### config.mk
export PLATFORM = sky130hd
export DESIGN_NAME = z80_screen_write_capture
export DESIGN_NICKNAME = d
export VERILOG_FILES = /design/src/rtl/z80_screen_write_capture.sv
export SDC_FILE = /design/constraint.sdc
export NUM_CORES = 1
export LEC_CHECK = 0
export BUFFER_PORTS_ARGS = -buffer_cell sky130_fd_sc_hd__buf_2
export CORE_ASPECT_RATIO = 0.6
export CORE_UTILIZATION = 50
export CTS_BUF_LIST = sky130_fd_sc_hd__clkbuf_2 sky130_fd_sc_hd__clkbuf_4 sky130_fd_sc_hd__clkbuf_8
export DETAILED_ROUTE_END_ITERATION = 7
export PLACE_DENSITY_LB_ADDON = 0.3
export SYNTH_ARGS = -nofsm -noshare
export SYNTH_HDL_FRONTEND = slang
export SYNTH_SLANG_ARGS = --single-unit
### constraint.sdc
create_clock -name clk25 -period 3.8 [get_ports clk25]
set_input_delay 0 -clock clk25 [delete_from_list [all_inputs] [get_ports clk25]]
set_output_delay 0 -clock clk25 [all_outputs]
set_load 0.005 [all_outputs]
### src/rtl/z80_screen_write_capture.sv
// Z80 screen-write snooper: watches the asynchronous Z80 bus from the clk25
// domain and queues memory writes that land in the display file and attribute
// area. Queued writes are offered on a valid/ready port to the SDRAM write path.
//
// Optional build macro BORDER_PORT_EN adds a second strobe FSM on IORQ|WR that
// tracks ULA port 0xFE writes and drives a 3-bit border colour output.
//
// Strobe FSM (one instance for memory writes, one for I/O writes when enabled):
//   state       | meaning
//   S_WAIT_HIGH | waiting for the synchronised strobe to be seen high
//   S_ARMED     | strobe idle high, ready for a falling edge
//   S_LOW1      | strobe seen low once; second low sample issues the event
module z80_screen_write_capture #(
  parameter int unsigned FIFO_DEPTH  = 8,
  parameter logic [15:0] SCREEN_BASE = 16'h4000,
  parameter logic [15:0] SCREEN_TOP  = 16'h5AFF
) (
  input  logic                          clk25,
  input  logic                          RESET,
  input  logic [15:0]                   A,
  input  logic [7:0]                    D,
  input  logic                          MREQ,
  input  logic                          WR,
  input  logic                          IORQ,
  output logic                          wr_valid,
  input  logic                          wr_ready,
  output logic [12:0]                   wr_addr,
  output logic [7:0]                    wr_data,
  output logic [$clog2(FIFO_DEPTH):0]   fifo_level,
  output logic                          overflow
`ifdef BORDER_PORT_EN
  ,
  output logic [2:0]                    border
`endif
);

  localparam int PW = $clog2(FIFO_DEPTH);
  localparam int CW = PW + 1;

  typedef enum logic [1:0] {
    S_WAIT_HIGH,
    S_ARMED,
    S_LOW1
  } strobe_state_e;

  // The sync flops reset to 1, so during the first two cycles after reset
  // their output is the reset value rather than the pin. The settle flag keeps
  // S_WAIT_HIGH from trusting that stale high, so a strobe held low across
  // reset release cannot produce an event.
  function automatic strobe_state_e strobe_next(input strobe_state_e cur,
                                                input logic strobe_s,
                                                input logic settled);
    strobe_state_e nxt;
    nxt = S_WAIT_HIGH;
    case (cur)
      S_WAIT_HIGH: nxt = (strobe_s && settled) ? S_ARMED : S_WAIT_HIGH;
      S_ARMED:     nxt = strobe_s ? S_ARMED : S_LOW1;
      S_LOW1:      nxt = strobe_s ? S_ARMED : S_WAIT_HIGH;
      default:     nxt = S_WAIT_HIGH;
    endcase
    return nxt;
  endfunction

  logic          ms_meta, ms_s;
  logic [1:0]    settle_q;
  logic          settled;
  strobe_state_e mem_state_q, mem_state_d;
  logic          mem_event;

  logic          in_range, push_req, push_acc, push_drop, pop, full;
  logic [PW-1:0] wr_ptr, rd_ptr;
  logic [20:0]   fifo_mem [FIFO_DEPTH];
  logic [20:0]   head;

  assign settled = settle_q[1];

  // Two-flop synchroniser for the memory-write strobe, plus post-reset settle flag.
  always_ff @(posedge clk25 or negedge RESET) begin
    if (!RESET) begin
      ms_meta  <= 1'b1;
      ms_s     <= 1'b1;
      settle_q <= 2'b00;
    end else begin
      ms_meta  <= MREQ | WR;
      ms_s     <= ms_meta;
      settle_q <= {settle_q[0], 1'b1};
    end
  end

  // Memory strobe FSM state register.
  always_ff @(posedge clk25 or negedge RESET) begin
    if (!RESET) mem_state_q <= S_WAIT_HIGH;
    else        mem_state_q <= mem_state_d;
  end

  // Memory strobe FSM next state and event decode.
  always_comb begin
    mem_state_d = strobe_next(mem_state_q, ms_s, settled);
    mem_event   = (mem_state_q == S_LOW1) && !ms_s;
  end

  // Push/pop decode; a full FIFO still accepts a push when the head pops the same cycle.
  always_comb begin
    in_range  = (A >= SCREEN_BASE) && (A <= SCREEN_TOP);
    push_req  = mem_event && in_range;
    full      = (fifo_level == CW'(FIFO_DEPTH));
    pop       = wr_valid && wr_ready;
    push_acc  = push_req && (!full || pop);
    push_drop = push_req && full && !pop;
  end

  // FIFO storage; A and D are taken straight from the pins on the event edge.
  always_ff @(posedge clk25) begin
    if (push_acc) fifo_mem[wr_ptr] <= {A[12:0] - SCREEN_BASE[12:0], D};
  end

  // FIFO pointers, level and sticky overflow.
  always_ff @(posedge clk25 or negedge RESET) begin
    if (!RESET) begin
      wr_ptr     <= '0;
      rd_ptr     <= '0;
      fifo_level <= '0;
      overflow   <= 1'b0;
    end else begin
      if (push_acc)  wr_ptr <= wr_ptr + PW'(1);
      if (pop)       rd_ptr <= rd_ptr + PW'(1);
      fifo_level <= fifo_level + CW'(push_acc) - CW'(pop);
      if (push_drop) overflow <= 1'b1;
    end
  end

  // First-word-fall-through head, forced to zero when empty.
  always_comb begin
    head     = fifo_mem[rd_ptr];
    wr_valid = (fifo_level != '0);
    wr_addr  = wr_valid ? head[20:8] : '0;
    wr_data  = wr_valid ? head[7:0]  : '0;
  end

`ifdef BORDER_PORT_EN
  logic          io_meta, io_s;
  strobe_state_e io_state_q, io_state_d;
  logic          io_event;

  // Two-flop synchroniser for the I/O-write strobe.
  always_ff @(posedge clk25 or negedge RESET) begin
    if (!RESET) begin
      io_meta <= 1'b1;
      io_s    <= 1'b1;
    end else begin
      io_meta <= IORQ | WR;
      io_s    <= io_meta;
    end
  end

  // I/O strobe FSM state register.
  always_ff @(posedge clk25 or negedge RESET) begin
    if (!RESET) io_state_q <= S_WAIT_HIGH;
    else        io_state_q <= io_state_d;
  end

  // I/O strobe FSM next state and event decode.
  always_comb begin
    io_state_d = strobe_next(io_state_q, io_s, settled);
    io_event   = (io_state_q == S_LOW1) && !io_s;
  end

  // Border colour latch for ULA port writes (A[0] low).
  always_ff @(posedge clk25 or negedge RESET) begin
    if (!RESET)                 border <= 3'b000;
    else if (io_event && !A[0]) border <= D[2:0];
  end
`else
  logic unused_iorq;
  assign unused_iorq = IORQ;
`endif

endmodule

Word level (Yosys, flattened, before mapping)

Memory sizes are Yosys's and may differ from the RTL's.
Index checks and enable logic that the tools add are counted.

Add/sub/neg operators: 4
Reductions and logical operators: 14
$lt $le $gt $ge: 2
Eq/ne operators: 3
Bitwise operators: 1
Multiplexer cells: 8

Operator list:

| operator             | number |
|---|---|
| $ge 16x15->1 const B | 1 |
| $le 16x15->1 const B | 1 |
| $mux 13              | 1 |
| $logic_and 1x1->1    | 8 |
| $mux 8               | 1 |
| $add 3x1->3 const B  | 2 |
| $pmux 2 s3           | 1 |
| $add 4x1->4          | 1 |
| $eq 4x4->1 const B   | 1 |
| $mux 1               | 4 |
| $reduce_bool 4->1    | 1 |
| $sub 4x1->4          | 1 |
| $logic_not 1->1      | 3 |
| $eq 2x1->1 const B   | 1 |
| $eq 2x2->1 const B   | 1 |
| $logic_not 2->1      | 1 |
| $mux 2               | 1 |
| $logic_or 1x1->1     | 1 |
| $or 1x1->1           | 1 |

Bits in registers: 17
Bits in writable memories: 168
Output and inout bits: 27
Input port bits: 30
Word-level logic and storage cells: 41
Memories: 1

Memory list:

| memory   | depth | width | rd ports | clocked after memory_dff | wr ports | line | RTL |
|---|---|---|---|---|---|---|---|
| fifo_mem | 8     | 21    | 1        | 0                        | 1        | 72   | `logic [20:0] fifo_mem [FIFO_DEPTH];` |

Logic depth before layout (Yosys ltp)

Gate-level depths: netlist of run 1.

Depth after elaboration: 6
Mapped depth: 11
Depth with buffers taken out: 10

Worst setup path before layout of run 1

No wires, ideal clock.

Path type: register -> register
Start point: register fifo_level[2]
End point: memory fifo_mem[4][0], enable pin
Stages on the path, launching flop included: 8
Clock period less this slack: 3561 ps
Data arrival time: 3109 ps
Data required time: 3348 ps
Setup slack: 239 ps
Buffers on the path: 1
Setup time: 452 ps
Path through: dfrtp_1 inv_1 ha_1 nand2b_1 nand3_1 nand2b_4 buf_6 nor4_1

Longest elaborated chain between the ends: 6
Elaborated cells between the ends (all ways): 8
Classes of those cells: eq/ne: 1; mux: 2; reduce/logical: 5

RTL lines:

| what                                                 | line     | RTL |
|---|---|---|
| start: declaration                                   | 29       | `output logic [$clog2(FIFO_DEPTH):0] fifo_level,` |
| start signal: assignment                             | 127      | `fifo_level <= fifo_level + CW'(push_acc) - CW'(pop);` |
| $eq 4x4->1 or $reduce_bool 4->1 (tied branches)      | 106, 135 |  |
| $logic_not 1->1 or $logic_and 1x1->1 (tied branches) | 108, 107 |  |
| $logic_or 1x1->1 *                                   | 108      | `push_acc = push_req && (!full \|\| pop);` |
| $logic_and 1x1->1 *                                  | 108      |  |
| $mux 1 *                                             | 114      | `if (push_acc) fifo_mem[wr_ptr] <= {A[12:0] - SCREEN_BASE[12:0], D};` |
| $mux 1 (implied by the code) *                       | 114      |  |
| end: declaration                                     | 72       |  |

Every way passes the cells marked *; elsewhere a longest branch is shown, timed or not.

Worst setup path in the final report of run 1

Start point: register rd_ptr[0]
End point: output wr_data[3]

Longest elaborated chain between the ends: 2

RTL lines:

| what                     | line | RTL |
|---|---|---|
| start: declaration       | 71   | `logic [PW-1:0] wr_ptr, rd_ptr;` |
| start signal: assignment | 126  | `if (pop) rd_ptr <= rd_ptr + PW'(1);` |
| $mem_v2 8x21             | n/a  |  |
| $mux 8                   | 137  | `wr_data = wr_valid ? head[7:0] : '0;` |
| end: declaration         | 28   | `output logic [7:0] wr_data,` |

No other way between the ends.

==> metrics.txt, run 1 <==
status completed; Seq/Total Area, Yosys 75.2%; CTS clock-pin slew for the worst setup and hold paths 0.09 ns; EDFF count, synth 168; worst-path maximum fanout 24; Clock Path Buffers 2; I/O pin cnt 57; Primary FF master, synth edfxtp_1; initial antenna violation count 0; share of layout cells above drive strength 1 34.4%; max_cap viols 0; CP Launch Type register; final net count 478; Vias/cell 5.38; Rel. slew slack 24.2%; Syn Nets 380; Port-buffer cells 55; Post-Syn Area 7270 um^2; Final min period 2.59 ns; RSZ-0062 raised after global routing no; Root Buffer clkbuf_8; Fin Setup TNS 0 ns; Finished Layout Cells 645; Hold Path Class in2async; Syn Area/Cell 21.3 um^2; Least-Margin Pin Slew 1.14 ns; die height 95.4 um; P per Cell Area 603 nW/um^2; Post-DRT Antenna Nets 0; Area growth syn-to-layout 16.6%; Starting DRT DRC Count 234; Final setup viols 0; CTS tree yes; cell area after layout 8480 um^2; cell count after synthesis 342; post-DR wirelength/cell 20.9 um; total track usage 20.0%; drt total wl 13.5 mm; # fillers 1,027; Unique masters post-synth 36; DP Area 7820 um^2; total die area 15,100 um^2; DRC Markers 0; Async SR Flop Fraction 9.19%; ant diodes 0; via count 3,471; first drt pass iteration count 4; Setup CP Type reg2out; vias in the first global route 3,627; achievable frequency 0.386 GHz; chip width 158 um; Place WS 1.29 ns; Worst EP arrival 2.59 ns; Slew Limit Fails 0; synth warn 0; GR Overflow Total 0; largest net degree at the start of global routing 45; Setup crit end kind output pin; Detail Placement HPWL 8.04 mm; Final Cycle Share 68.1%; leakage 2.94 nW; routability cong. 0.715; first-pass GRT wire length 21.0 mm; # resized after CTS 0; Site Rows 33; clk_lat worst skew 0.45 ns; dpl cells 586; final hold vios 0; register bit count reported by yosys 185; clock sink count 185; Max VDD drop 267 uV; CTS Buf Count 17; initial core utilization 52.3%; Final WS setup 1.21 ns; core area 13,900 um^2; htree depth 4; Post-Route Utilization 60.9%; Req. time, crit path 3.80 ns; Worst Skew 0.0143 ns
## per-layer routing
metal	track usage, %	vias up	share of wire (%)	wire length [um]
li1	-	1573	-	-
met1	27.1	1819	47	6290
met2	33.0	69	49	6640
met3	4.45	10	3.3	450
met4	5.83	0	0.75	101
met5	0	-	0	0
## report_power, final
part	switching (mW)	total, mW	internal, mW
logic	0.551	1.34	0.790
clock network	0.686	1.28	0.594
registers	0.234	2.50	2.26
## final timing paths
| kind | from | to | slack (ns) | depth (start not counted) |
|---|---|---|---|---|
| worst max-delay path | rd_ptr[0] | wr_data[3] | 1.21 | 5 |
| worst min-delay path | RESET | ms_s | 0.05 | 2 |
| worst max register to register | fifo_level[2] | fifo_mem[2][18] | 1.31 | 7 |
| worst min register to register | ms_meta | ms_s | 0.36 | 0 |
| max in group asynchronous | RESET | rd_ptr[1] | 2.60 | 3 |
| min in group clk25 | A[15] | overflow | 0.10 | 4 |
## state kept, by name, summed over array words and instances, names as in the netlist
signal / count
fifo_mem: 168
fifo_level: 4
rd_ptr: 3
wr_ptr: 3
mem_state_q: 2
settle_q: 2
ms_meta: 1
ms_s: 1
overflow: 1
## worst max-delay path: stages (launching register included)
cell and delay [ns]:
dfrtp_2 0.85, buf_12 0.31, mux4_2 0.54, mux2i_1 0.16, nor2_1 0.10, buf_2 0.16
## placed cells by master, fill, tap and decap left out, drive strengths merged, types with 4 or more instances in the layout
cell	count
edfxtp	168
buf	68
mux4	42
dlygate4sd3	27
nor2	24
mux2i	21
clkbuf	18
dfrtp	15
inv	8
ha	7
clkinv	7
nor3	5
nand2	4
## per-stage QoR
step | hold slack, ns | power [mW]
after floorplan | -0.296 | 3.47
after detailed placement | -0.0527 | 3.90
after global routing | 0.0369 | 5.39
after global placement | -0.0594 | 3.86
after CTS | 0.0134 | 5.19
final | 0.0475 | 5.12
## cell usage after synthesis (3+ instances only)
| cell | instances | area (um^2) |
|---|---|---|
| buf_2 | 6 | 30.0 |
| buf_6 | 3 | 33.8 |
| clkbuf_1 | 4 | 15.0 |
| dfrtp_1 | 15 | 375 |
| edfxtp_1 | 168 | 5040 |
| ha_1 | 7 | 87.6 |
| inv_1 | 6 | 22.5 |
| mux2i_1 | 21 | 210 |
| mux4_2 | 41 | 923 |
| nand2_1 | 4 | 15.0 |
| nand3_1 | 3 | 15.0 |
| nor2_1 | 24 | 90.1 |
| nor3_1 | 5 | 25.0 |
| xnor2_1 | 3 | 26.3 |
| xor2_1 | 3 | 26.3 |
## final cells by class
class	count	area (um^2)	area share, %
Tap cell	192	240	2.83
Sequential cell	185	5480	64.6
Multi-Input combinational cell	135	1700	20.0
Clock inverter	14	149	1.76
Clock buffer	18	241	2.85
Inverter	6	22.5	0.266
Timing Repair Buffer	95	656	7.73
## timing repair
item,4_1_cts,5_1_grt
setup buffers,0,0
hold buffers,27,0
hold endpoints to repair,190,0
## cells by family (layout without fill, tap and decap cells)
kind of cell / count (synthesis) / in the layout / share of synthesized area (%)
flops: 185 / 185 / 75.2
mux: 65 / 65 / 16.3
simple gates: 49 / 49 / 3.59
buf+inv: 22 / 133 / 2.15
fa+ha+maj: 8 / 8 / 1.48
compound gates: 6 / 6 / 0.516
xor+xnor: 6 / 6 / 0.723
other cells: 1 / 1 / 0.0516
No activity file was read; power rests on OpenSTA's default activity.
==> inputs of run 2 (changes only) <==
- clock period: 3.8 -> 2.12 ns (I/O delays scaled with it)
==> run 2 against run 1 <==
Against the previous run:
- wire length rose by 2.9%
- non-clock buffer count up 16
- worst setup slack worse by 1.1 ns
- first-iteration DRC count fell by 38%
- critical path depth grew 1
- sequential power grew 65%
- critical endpoint is now wr_data[7]
- largest cell class unchanged
- largest power group unchanged
==> metrics.txt, run 2 (synthesis gave the netlist of run 1 again) <==
status completed; DRC Markers 0; top flop regs fifo_mem: 168 flops, fifo_level: 4 flops; r2r setup slk 0.10 ns; via count 3,575; Vias/cell 5.42; routability cong. 0.764; Critical path origin rd_ptr[0]; largest net degree at the start of global routing 26; Final min period 2.03 ns; leading cell type in the layout, fill and taps excluded edfxtp_1; Design Power 9.64 mW; r2r endpoint fifo_mem[5][0]; Detail Placement HPWL 7.66 mm; max reg flops 168; worst-path maximum fanout 5; CTS tree yes; CTS Buf Count 17; total track usage 20.1%; register name with the most flops fifo_mem; Least-Margin Pin Slew 0.709 ns; Setup CP Type reg2out; first-pass GRT wire length 21.1 mm; Site Rows 33; Worst EP arrival 2.03 ns; leakage 3.11 nW; Rel. slew slack 52.6%; final hold vios 0; Area growth syn-to-layout 21.8%; Slew Limit Fails 0; FF-to-FF path depth 6; max_cap viols 0; I/O pin cnt 57; vias in the first global route 3,798; share of layout cells above drive strength 1 37.6%; Post-Route Utilization 63.7%; drt total wl 13.9 mm; Hold Path Class in2async; first drt pass iteration count 4; total die area 15,100 um^2; achievable frequency 0.493 GHz; Final WS setup 0.0899 ns; CP Launch Type register; Max VDD drop 507 uV; RSZ-0062 raised after global routing yes; P per Cell Area 1090 nW/um^2; hold slack 0.0549 ns; most frequent cells in the layout edfxtp_1, buf_2, mux4_2; final net count 494; Clock Path Buffers 2; CTS clock-pin slew for the worst setup and hold paths 0.09 ns; initial core utilization 52.3%; Root Buffer clkbuf_8; Setup crit end kind output pin; Place WS 0.0578 ns; Final setup viols 0; htree depth 4; # fillers 988; core area 13,900 um^2; Final Cycle Share 95.8%; ant diodes 0; chip width 158 um; DP Area 8030 um^2; Port-buffer cells 55; post-DR wirelength/cell 21.0 um; Req. time, crit path 2.12 ns; Starting DRT DRC Count 145; die height 95.4 um; reg2reg start mem_state_q[0]; cell area after layout 8860 um^2; CP Capture Point wr_data[7]; initial antenna violation count 0; GR Overflow Total 0; Post-DRT Antenna Nets 0; clk_lat worst skew 0.44 ns; clock sink count 185; Worst Skew 0.0101 ns
## run 2: cell count changes in the layout (fill, tap and decap cells not counted), sizes merged
| cell | before | now |
|---|---|---|
| clkbuf | 18 | 22 |
| inv | 8 | 10 |
| clkinv | 7 | 4 |
| buf | 68 | 80 |
## run 2: how the worst min path moves through the flow
stage | start | endpoint | cells after the start
3_5_place_dp | RESET | settle_q[0] | 1
4_1_cts | RESET | ms_meta | 2
6_report | RESET | ms_s | 2
3_3_place_gp | RESET | settle_q[0] | 1
5_1_grt | RESET | ms_meta | 2
2_1_floorplan | RESET | fifo_level[0] | 0
## run 2: routing by layer
| layer | global-route usage (%) | wire [um] | part of all wire (%) |
|---|---|---|---|
| met1 | 26.6 | 6140 | 44 |
| met4 | 7.20 | 127 | 0.92 |
| met3 | 4.05 | 514 | 3.7 |
| met2 | 33.7 | 7090 | 51 |
| met5 | 0 | 0 | 0 |
## run 2: report_power, final
group | switching (mW) | total [mW] | internal (mW)
logic | 1.45 | 3.20 | 1.75
registers | 0.0661 | 4.13 | 4.06
clock network | 1.24 | 2.31 | 1.07
## run 2: metrics by stage
| step | TNS [ns] | instances |
|---|---|---|
| global placement | 0 | 591 |
| detailed placement | 0 | 591 |
| global route | -0.0450 | 660 |
| CTS | 0 | 649 |
| floorplan | -28.63 | 342 |
| finish | 0 | 660 |
## run 2: what timing repair did
| item | CTS | global route |
|---|---|---|
| endpoints found under the hold margin | 190 | 0 |
| gates resized for setup | 0 | 6 |
| setup endpoints to repair | 0 | 50 |
| buffers inserted | 0 | 6 |
| hold buffers | 27 | 0 |
## run 2: final cells by class
cell class,instances,area (um^2),area share [%]
Tap cell,192,240,2.71
Inverter,6,22.5,0.254
Sequential cell,185,5480,61.8
Timing Repair Buffer,111,978,11.0
Clock inverter,13,146,1.65
Clock buffer,18,241,2.73
Multi-Input combinational cell,135,1750,19.8
## run 2: critical path: stages, from the launching register on
cell and delay [ns]:
dfrtp_2 0.41, buf_4 0.15, clkbuf_16 0.16, mux4_1 0.54
mux2i_1 0.14, nor2_1 0.05, buf_2 0.13
==> inputs of run 3 (changes only) <==
- ABC_AREA: not set -> 1
==> run 3 against run 2 <==
Against the previous run:
- first-iteration DRC count grew to 3.1 times the previous value
- flip-flop and latch count stayed put
- area after synthesis is 7.4% higher
- clock skew is 0.0038 ns higher
- maximum frequency is 2.1% higher
- sequential share of layout area is 1.9 points lower
- final area is 3.1% higher
- utilization is 2.1 points lower
- critical path type unchanged
- non-clock buffer count is 4 lower
==> metrics.txt, run 3 <==
largest net degree at the start of global routing 86; top post-synthesis cells by count nand2_1, edfxtp_1, nor2_1, inv_1, nand3_1; register bit count reported by yosys 185; Buf/Inv on CP 2; Async SR Flop Fraction 9.19%; GR Overflow Total 0; CP max stage delay 0.44 ns; Primary FF master, synth edfxtp_1; Syn Area/Cell 10.5 um^2; clock sink count 185; Crit-path slowest cell dfrtp_2; Post-DRT Antenna Nets 0; Site Rows 34; Clock Path Buffers 2; Worst EP arrival 1.99 ns; Area growth syn-to-layout 16.9%; Synth top area share 64.6%; final hold vios 0; Root Buffer clkbuf_8; CTS clock-pin slew for the worst setup and hold paths 0.10 ns; Seq/Total Area, Yosys 70.1%; CP top delay family simple AND/OR/NAND/NOR gates; htree depth 4; max reg flops 168; Most Frequent Cell on Critical Path nand2_1; Least-Margin Pin Slew 0.742 ns; Yosys top cell by area edfxtp_1; initial antenna violation count 0; Setup crit end kind output pin; Vias/cell 5.09; Hold Path Class in2async; DRC Markers 0; top cells by area, synth edfxtp_1, nand2_1, dfrtp_1; die height 98.8 um; Fin Setup TNS 0 ns; top flop regs fifo_mem: 168 flops, fifo_level: 4 flops; Final min period 1.99 ns; achievable frequency 0.503 GHz; share of layout cells above drive strength 1 15.2%; Max VDD drop 774 uV; first-pass GRT wire length 26.0 mm; first drt pass iteration count 5; Slew Limit Fails 0; clk_lat worst skew 0.45 ns; Unique masters post-synth 25; Post-Syn Area 7810 um^2; initial core utilization 52.6%; routability cong. 0.798; leading cell type in the layout, fill and taps excluded nand2_1; leakage 3.87 nW; max_cap viols 0; dominant cell by count in the synthesized netlist nand2_1; CP cell instances buf_12 > nand2_1 > nand2_1 > nand2_1 > nand3_1 > nand2_1 > nor2_1 > buf_2; synth warn 0; CTS Buf Count 17; core area 14,800 um^2; status completed; Worst Skew 0.0139 ns; vias in the first global route 5,153; CP Launch Type register; Final setup viols 0; P per Cell Area 1100 nW/um^2; drt total wl 16.4 mm; post-DR wirelength/cell 15.7 um; register name with the most flops fifo_mem; chip width 163 um; via count 5,313; CTS tree yes; Rel. slew slack 50.4%; worst-path maximum fanout 85; Syn Nets 779; total die area 16,100 um^2; Setup CP Type reg2out; Post-Route Utilization 61.5%; ant diodes 0; RSZ-0062 raised after global routing no; Final Cycle Share 93.7%; total track usage 21.8%; Port-buffer cells 55; post-CTS setup buffers 0; Detail Placement HPWL 9.76 mm; I/O pin cnt 57; Starting DRT DRC Count 444; final net count 872; most frequent cells in the layout nand2_1, edfxtp_1, buf_2; cell count after synthesis 741; EDFF count, synth 168; Req. time, crit path 2.12 ns
-- run 3: cell types whose count changed after synthesis, sizes merged, moves of 34 or more --
cell   change
inv       +50
mux4      -42
nand2    +314
nand3     +47
nor2      +34
-- run 3: worst paths after layout --
check	start	endpoint	slack, ns	depth (start not counted)
max	rd_ptr[0]	wr_addr[12]	0.13	8
min	RESET	ms_meta	0.06	2
max reg2reg	fifo_level[2]	fifo_mem[1][1]	0.16	9
min reg2reg	ms_meta	ms_s	0.36	0
max in group asynchronous	RESET	rd_ptr[1]	0.87	3
min in group clk25	A[15]	wr_ptr[1]	0.10	7
-- run 3: stage by stage --
stage	setup slack, ns	power (mW)	hold slack (ns)	instance area, um^2	std cells
3_5_place_dp	0.130	7.86	-0.0506	8470	985
3_3_place_gp	0.229	7.74	-0.0669	8470	985
5_1_grt	0.00298	10.7	0.0466	9130	1044
2_1_floorplan	-0.0498	6.62	-0.296	7830	741
4_1_cts	0.0227	10.1	0.0251	9110	1044
6_report	0.133	10.0	0.0557	9130	1044
-- run 3: what timing repair did --
action / CTS / global route
resized for setup: 1 / 7
hold buffers: 28 / 0
hold endpoints to repair: 188 / 0
setup endpoints to repair: 1 / 31
-- run 3: cell type report --
class	instances	area [um^2]
Clock buffer	18	241
Tap cell	198	248
Sequential cell	185	5480
Inverter	56	219
Timing Repair Buffer	107	838
Fill cell	1161	5710
Multi-Input combinational cell	467	1990
Clock inverter	13	120
-- run 3: worst register-to-register path, cell delays in order (launching register included) --
cell	delay, ns
dfrtp_1	0.35
inv_1	0.08
ha_1	0.21
nand2_1	0.10
nand2_2	0.09
nand2_1	0.09
buf_4	0.15
nand3_2	0.14
nor2_2	0.14
buf_4	0.28
-- run 3: kinds of logic after synthesis --
logic type	share of synthesized area [%]
other cells	0.0480
buf+inv	4.71
fa+ha+maj	1.38
compound gates	1.73
xor+xnor	0.449
simple gates	21.6
flops	70.1
-- run 3: per-layer routing --
layer / share of wire, % / global-route usage [%]
met1: 46 / 29.6
met2: 47 / 35.0
met3: 5.4 / 4.71
met4: 1.5 / 7.26
met5: 0 / 0
-- run 3: where the power goes --
part	internal (mW)	switching (mW)
combinational	1.34	2.38
sequential	4.06	0.0798
clock	0.948	1.24
total	6.35	3.70
